**src/rtl/seg7_scan_chaser.sv**
```systemverilog
`default_nettype none
// ============================================================================
// Module   : seg7_scan_chaser
// Brief    : Multiplexed DIGITS-wide 7-segment driver. It shows either a segment
//            chase pattern or per-digit hex. Optional macro SEG7_DP_EN adds decimal points.
// Revision : 1.0 - initial release
// ============================================================================
module seg7_scan_chaser #(
  parameter int DIGITS   = 8,
  parameter int STEP_DIV = 50_000_000,
  parameter int SCAN_DIV = 50_000
) (
  input  logic                  clk,
  input  logic                  rst_n,
  input  logic [DIGITS-1:0]     en,
  input  logic                  mode,
  input  logic                  dir,
  input  logic                  pause,
  input  logic [4*DIGITS-1:0]   data,
`ifdef SEG7_DP_EN
  input  logic [DIGITS-1:0]     dp_in,
  output logic                  dp,
`endif
  output logic                  a,
  output logic                  b,
  output logic                  c,
  output logic                  d,
  output logic                  e,
  output logic                  f,
  output logic                  g,
  output logic [DIGITS-1:0]     se
);

  localparam int STEP_W = (STEP_DIV > 1) ? $clog2(STEP_DIV) : 1;
  localparam int SCAN_W = (SCAN_DIV > 1) ? $clog2(SCAN_DIV) : 1;
  localparam int IDX_W  = (DIGITS > 1) ? $clog2(DIGITS) : 1;

  localparam logic [STEP_W-1:0] C_STEP_LAST = STEP_W'(STEP_DIV - 1);
  localparam logic [SCAN_W-1:0] C_SCAN_LAST = SCAN_W'(SCAN_DIV - 1);

  localparam logic [2:0] P_A = 3'd0;
  localparam logic [2:0] P_B = 3'd1;
  localparam logic [2:0] P_C = 3'd2;
  localparam logic [2:0] P_D = 3'd3;
  localparam logic [2:0] P_E = 3'd4;
  localparam logic [2:0] P_F = 3'd5;

  logic [STEP_W-1:0] r_step_cnt;
  logic [SCAN_W-1:0] r_scan_cnt;
  logic              w_step_tick;
  logic              w_scan_tick;
  logic [2:0]        r_state;
  logic [2:0]        w_state_next;
  logic [5:0]        w_chase;
  logic [IDX_W-1:0]  r_idx;
  logic [IDX_W-1:0]  w_idx_next;
  logic [IDX_W-1:0]  w_first;
  logic [IDX_W-1:0]  w_above;
  logic              w_any;
  logic              w_has_above;
  logic [DIGITS-1:0] w_sel;
  logic              w_en_cur;
  logic [3:0]        w_nib;
  logic              w_dp_cur;
  logic [6:0]        w_hex;
  logic [6:0]        r_seg;
  logic [DIGITS-1:0] r_se;

  assign w_step_tick = (r_step_cnt == C_STEP_LAST);
  assign w_scan_tick = (r_scan_cnt == C_SCAN_LAST);

  always_ff @(posedge clk or negedge rst_n) begin
    if (!rst_n) begin
      r_step_cnt <= '0;
      r_scan_cnt <= '0;
    end else begin
      r_step_cnt <= w_step_tick ? '0 : r_step_cnt + 1'b1;
      r_scan_cnt <= w_scan_tick ? '0 : r_scan_cnt + 1'b1;
    end
  end

  always_ff @(posedge clk or negedge rst_n) begin
    if (!rst_n) r_state <= P_A;
    else        r_state <= w_state_next;
  end

  // A tick that lands during pause is simply lost.
  always_comb begin
    w_state_next = r_state;
    if (w_step_tick && !pause) begin
      case (r_state)
        P_A:     w_state_next = dir ? P_F : P_B;
        P_B:     w_state_next = dir ? P_A : P_C;
        P_C:     w_state_next = dir ? P_B : P_D;
        P_D:     w_state_next = dir ? P_C : P_E;
        P_E:     w_state_next = dir ? P_D : P_F;
        P_F:     w_state_next = dir ? P_E : P_A;
        default: w_state_next = P_A;
      endcase
    end
  end

  always_comb begin
    w_chase = 6'b000000;
    case (r_state)
      P_A:     w_chase = 6'b000001;
      P_B:     w_chase = 6'b000010;
      P_C:     w_chase = 6'b000100;
      P_D:     w_chase = 6'b001000;
      P_E:     w_chase = 6'b010000;
      P_F:     w_chase = 6'b100000;
      default: w_chase = 6'b000000;
    endcase
  end

  // Next index: lowest enabled digit above idx, else lowest enabled overall (wrap).
  always_comb begin
    w_first     = '0;
    w_above     = '0;
    w_any       = 1'b0;
    w_has_above = 1'b0;
    for (int i = DIGITS - 1; i >= 0; i--) begin
      if (en[i]) begin
        w_first = IDX_W'(i);
        w_any   = 1'b1;
        if (IDX_W'(i) > r_idx) begin
          w_above     = IDX_W'(i);
          w_has_above = 1'b1;
        end
      end
    end
    w_idx_next = r_idx;
    if (w_scan_tick) begin
      if (w_has_above)  w_idx_next = w_above;
      else if (w_any)   w_idx_next = w_first;
    end
  end

  always_ff @(posedge clk or negedge rst_n) begin
    if (!rst_n) r_idx <= '0;
    else        r_idx <= w_idx_next;
  end

  always_comb begin
    w_sel    = '0;
    w_nib    = 4'h0;
    w_dp_cur = 1'b0;
    for (int i = 0; i < DIGITS; i++) begin
      if (r_idx == IDX_W'(i)) begin
        w_sel[i] = en[i];
        w_nib    = data[4*i +: 4];
`ifdef SEG7_DP_EN
        w_dp_cur = dp_in[i];
`endif
      end
    end
    w_en_cur = |w_sel;
  end

  always_comb begin
    case (w_nib)
      4'h0: w_hex = 7'h3F;
      4'h1: w_hex = 7'h06;
      4'h2: w_hex = 7'h5B;
      4'h3: w_hex = 7'h4F;
      4'h4: w_hex = 7'h66;
      4'h5: w_hex = 7'h6D;
      4'h6: w_hex = 7'h7D;
      4'h7: w_hex = 7'h07;
      4'h8: w_hex = 7'h7F;
      4'h9: w_hex = 7'h6F;
      4'hA: w_hex = 7'h77;
      4'hB: w_hex = 7'h7C;
      4'hC: w_hex = 7'h39;
      4'hD: w_hex = 7'h5E;
      4'hE: w_hex = 7'h79;
      default: w_hex = 7'h71;
    endcase
  end

  // A disabled current digit blanks both select and segments to avoid ghosting.
  always_ff @(posedge clk or negedge rst_n) begin
    if (!rst_n) begin
      r_seg <= '0;
      r_se  <= '0;
    end else begin
      r_se <= w_sel;
      if (!w_en_cur)  r_seg <= '0;
      else if (mode)  r_seg <= w_hex;
      else            r_seg <= {1'b0, w_chase};
    end
  end

`ifdef SEG7_DP_EN
  logic r_dp;
  always_ff @(posedge clk or negedge rst_n) begin
    if (!rst_n) r_dp <= 1'b0;
    else        r_dp <= mode & w_en_cur & w_dp_cur;
  end
  assign dp = r_dp;
`else
  logic w_unused_dp;
  assign w_unused_dp = w_dp_cur;
`endif

  assign {g, f, e, d, c, b, a} = r_seg;
  assign se = r_se;

endmodule
`default_nettype wire

```
**config.mk**
```make
export PLATFORM = sky130hd
export DESIGN_NAME = seg7_scan_chaser
export DESIGN_NICKNAME = d
export VERILOG_FILES = /design/src/rtl/seg7_scan_chaser.sv
export SDC_FILE = /design/constraint.sdc
export NUM_CORES = 1
export LEC_CHECK = 0
export ABC_AREA = 1
export BUFFER_PORTS_ARGS = -buffer_cell sky130_fd_sc_hd__buf_2
export CAP_MARGIN = 20
export CORE_MARGIN = 2
export CORE_UTILIZATION = 40
export CTS_BUF_LIST = sky130_fd_sc_hd__clkbuf_2 sky130_fd_sc_hd__clkbuf_4 sky130_fd_sc_hd__clkbuf_8
export CTS_CLUSTER_SIZE = 24
export DETAILED_ROUTE_END_ITERATION = 8
export HOLD_SLACK_MARGIN = 0.08
export PLACE_DENSITY = 0.65
export SLEW_MARGIN = 20
export SYNTH_ARGS = -nofsm -noshare
export SYNTH_HDL_FRONTEND = slang
export SYNTH_SLANG_ARGS = --single-unit
```
**constraint.sdc**
```tcl
create_clock -name clk -period 5.25 [get_ports clk]
set_input_delay 0 -clock clk [delete_from_list [all_inputs] [get_ports clk]]
set_output_delay 0 -clock clk [all_outputs]
set_load 0.02 [all_outputs]
```
==> results.yml <==
logic_synthesis:
  synthXorXnorAreaFrac: 0.0375
  syn-num-nets: 556
  synth-simple-area-share: 0.307
  ys_ff_latch: 63
  synth_area_leaders: "dfrtp_1 (42%), nand2_1 (9.3%), inv_1 (7.8%), nor2_1 (7.1%), nand3_1 (3.9%)"
  ys_warn_count: 0
  synth-adder-area-share: 0.0235
  syn_avg_cell_area_um2: 7.41
  syn_area_um2: 3730
  synth_compound_area_frac: 0.119
  synthCells: 504
  synth_area_leader_cell: "dfrtp_1"
  synth-edff-count: 0
  synth_top_family_by_area: "simple AND/OR/NAND/NOR gates"
  synth_cell_type_count: 44
  synthDominantCellAreaShare: 0.422
  synth_seq_area_share: 0.422
  synth_mux_area_frac: 0
  ys_async_sr_fraction: 1.00
  synth_ff_type: "dfrtp_1"
critical_path:
  startpoint: "r_idx[0]"
  cp.required_ns: 5.47
  path_max_fanout: 13
  path_class: "flip-flop to flip-flop"
  cp.arrival_ns: 2.51
  regToRegStartpoint: "r_idx[0]"
  reg2reg_depth: 15
  endpoint_kind: "flip-flop"
  r2r_end: "r_seg[3]"
  ff2ff_setup_slack_ns: 2.95
  start_kind: "flip-flop"
cells_and_area:
  layout_commonest_cell: "nand2_1"
  area_delta_synth_final_pct: 19.6
  final_nets: 634
  n_fill_cell: 866
  mostFrequentLayoutCells: "nand2_1 (93), inv_1 (78), nor2_1 (71)"
  diodes: 0
  final_util: 0.488
  drive_gt1_frac: 0.162
route:
  vias: 3517
  drt-pass1-iter-count: 4
  finalWirelength_um: 8540
  vias_per_cell: 5.05
  met3_length_um: 351
  wl_met2_um: 3990
  drtAntennaViolNets: 0
  drc: 0
  drt_iter0_markers: 218
  top_layer: "met4"
  avgRoutedWirePerCell_um: 12.3
  wl_met1_um: 4000
global_route:
  grt_start_max_net_pins: 64
  grt_pass1_vias: 3469
  grt_overflow: 0
  grtUsageTotal: 0.184
  grt_antenna_before_repair: 0
  grt_pass1_wl_um: 15200
timing:
  final.period_utilization: 0.437
  period_minus_slack_ns: 2.30
  finalSetupViolCount: 0
  max_freq_ghz: 0.436
  maxSlewViolCount: 0
  setup_tns_ns: 0
  finalClockSkew_ns: 0.0106
  hold_viol_final: 0
  layout_setup_ws_ns: 2.95
  rsz0062_at_grt: "no"
  maxSlewHeadroom: 0.415
  worst_pin_slew_ns: 0.870
  timing.hold.ws_ns: 0.157
power:
  power.net_switching_mw: 0.232
  ir_drop_v: 0.000119
  power_frac_comb: 0.082
  power_frac_clock: 0.429
  power.internal_mw: 0.770
  p_sw_frac: 0.231
  p_leak_nw: 2.26
  p_seq_frac: 0.489
  powerDensity_nw_per_um2: 224
clock_network:
  cts_tree: "yes"
  cts_made_buffers: 9
  path_clk_slew_ns: 0.07
  cts_max_level: 3
  clk_latency_ns: 0.33
  clk_path_buf_depth: 2
  cts_root_buffer: "clkbuf_8"
  clock-sinks: 63
die:
  core.rowCount: 35
  die_h_um: 101
  dieArea_um2: 10100
  start_util: 0.408
  core_area_um2: 9150
  io_pins: 60
  fp.dieW_um: 101
placed_design:
  gp_congestion: 0.898
  place_ws_ns: 2.98
  io_buffers: 59
  dp_hpwl_um: 6660
worst_hold_path:
  hp-start: "data[25]"
  hold_path_class: "input pin to flip-flop"
  hold_depth: 5
  hold-path-endpoint: "r_seg[1]"
job:
  drv_cap: 0
status:
  run_status: "finished, final reports clean"
## cell usage after synthesis, types with 2 or more instances
cell type / number
a31oi_1: 2
nor3_1: 21
xnor2_1: 2
a21oi_1: 27
nor4_1: 11
inv_2: 4
nand3_1: 29
nor2_1: 71
nand4_1: 13
nor2_2: 3
nand2_1: 93
o211ai_1: 4
dfrtp_1: 63
clkbuf_1: 2
ha_1: 7
xor2_1: 14
o21ai_0: 26
a211oi_1: 2
nand2_2: 4
o31ai_1: 2
o21a_1: 3
o21ai_1: 2
inv_1: 78
## final cells by class
class	count	area, µm²	area share
Multi-Input combinational cell	354	1820	0.407
Sequential cell	63	1580	0.353
Timing Repair Buffer	72	423	0.0947
Inverter	82	308	0.0689
Clock buffer	12	159	0.0356
Tap cell	111	139	0.0311
Clock inverter	3	42.5	0.00953
## critical path: stages, from the launching register on
cell,delay [ns]
dfrtp_1,0.59
nand3_1,0.26
nor2_1,0.15
nor2_1,0.05
nand3_1,0.08
nand2_1,0.05
nand2_1,0.05
nand2_1,0.06
nand2_1,0.13
inv_1,0.10
ha_1,0.28
inv_1,0.03
nand2_1,0.07
o21ai_0,0.08
o21ai_1,0.12
a21oi_1,0.07
## power groups by stage
stage	Sequential, mW	Clock, mW	Combinational, mW
3_5_place_dp	0.499	0	0.0767
5_1_grt	0.490	0.459	0.0941
2_1_floorplan	0.504	0	0.0308
6_report	0.490	0.429	0.0824
3_3_place_gp	0.499	0	0.0762
4_1_cts	0.490	0.439	0.0836
## how the worst max path moves through the flow
| stage | endpoint | slack [ns] | cells after the start |
|---|---|---|---|
| finish | r_seg[3] | 2.95 | 15 |
| global route | r_seg[3] | 2.61 | 15 |
| CTS | r_seg[3] | 2.96 | 15 |
| detailed placement | r_seg[3] | 2.98 | 15 |
| global placement | r_seg[3] | 3.03 | 15 |
| floorplan | r_seg[3] | 3.22 | 14 |
## repair_timing
action	CTS	global route
hold buffers	12	0
endpoints found under the hold margin	80	0
resized for setup	0	0
endpoints found under the setup margin	0	0
buffers inserted	0	0
## per-layer routing
layer  up-vias  GRT usage
met2        98      0.308
li1       1799          -
met1      1602      0.240
met3        18     0.0264
met5         -          0
met4         0     0.0759
## state kept, by name, summed over array words and instances (netlist names)
| signal | flops |
|---|---|
| r_scan_cnt | 16 |
| r_step_cnt | 26 |
| r_idx | 3 |
| r_seg | 7 |
| se | 8 |
| r_state | 3 |
## cells by family (layout without fill, tap and decap cells)
kind of cell | count (synthesis) | after routing
XOR/XNOR | 16 | 16
AND/OR/NAND/NOR | 255 | 255
adder cells (fa/ha/maj) | 7 | 7
AO/OA/AOI/OAI | 76 | 76
buffers and inverters | 87 | 169
flip-flops | 63 | 63
## metrics by stage
| stage | std cells | total power [mW] | instance area [µm²] |
|---|---|---|---|
| CTS | 697 | 1.01 | 4470 |
| global placement | 670 | 0.575 | 4140 |
| floorplan | 504 | 0.535 | 3730 |
| global route | 697 | 1.04 | 4470 |
| detailed placement | 670 | 0.576 | 4140 |
| finish | 697 | 1.00 | 4470 |
(Power assumes the default switching activity.)
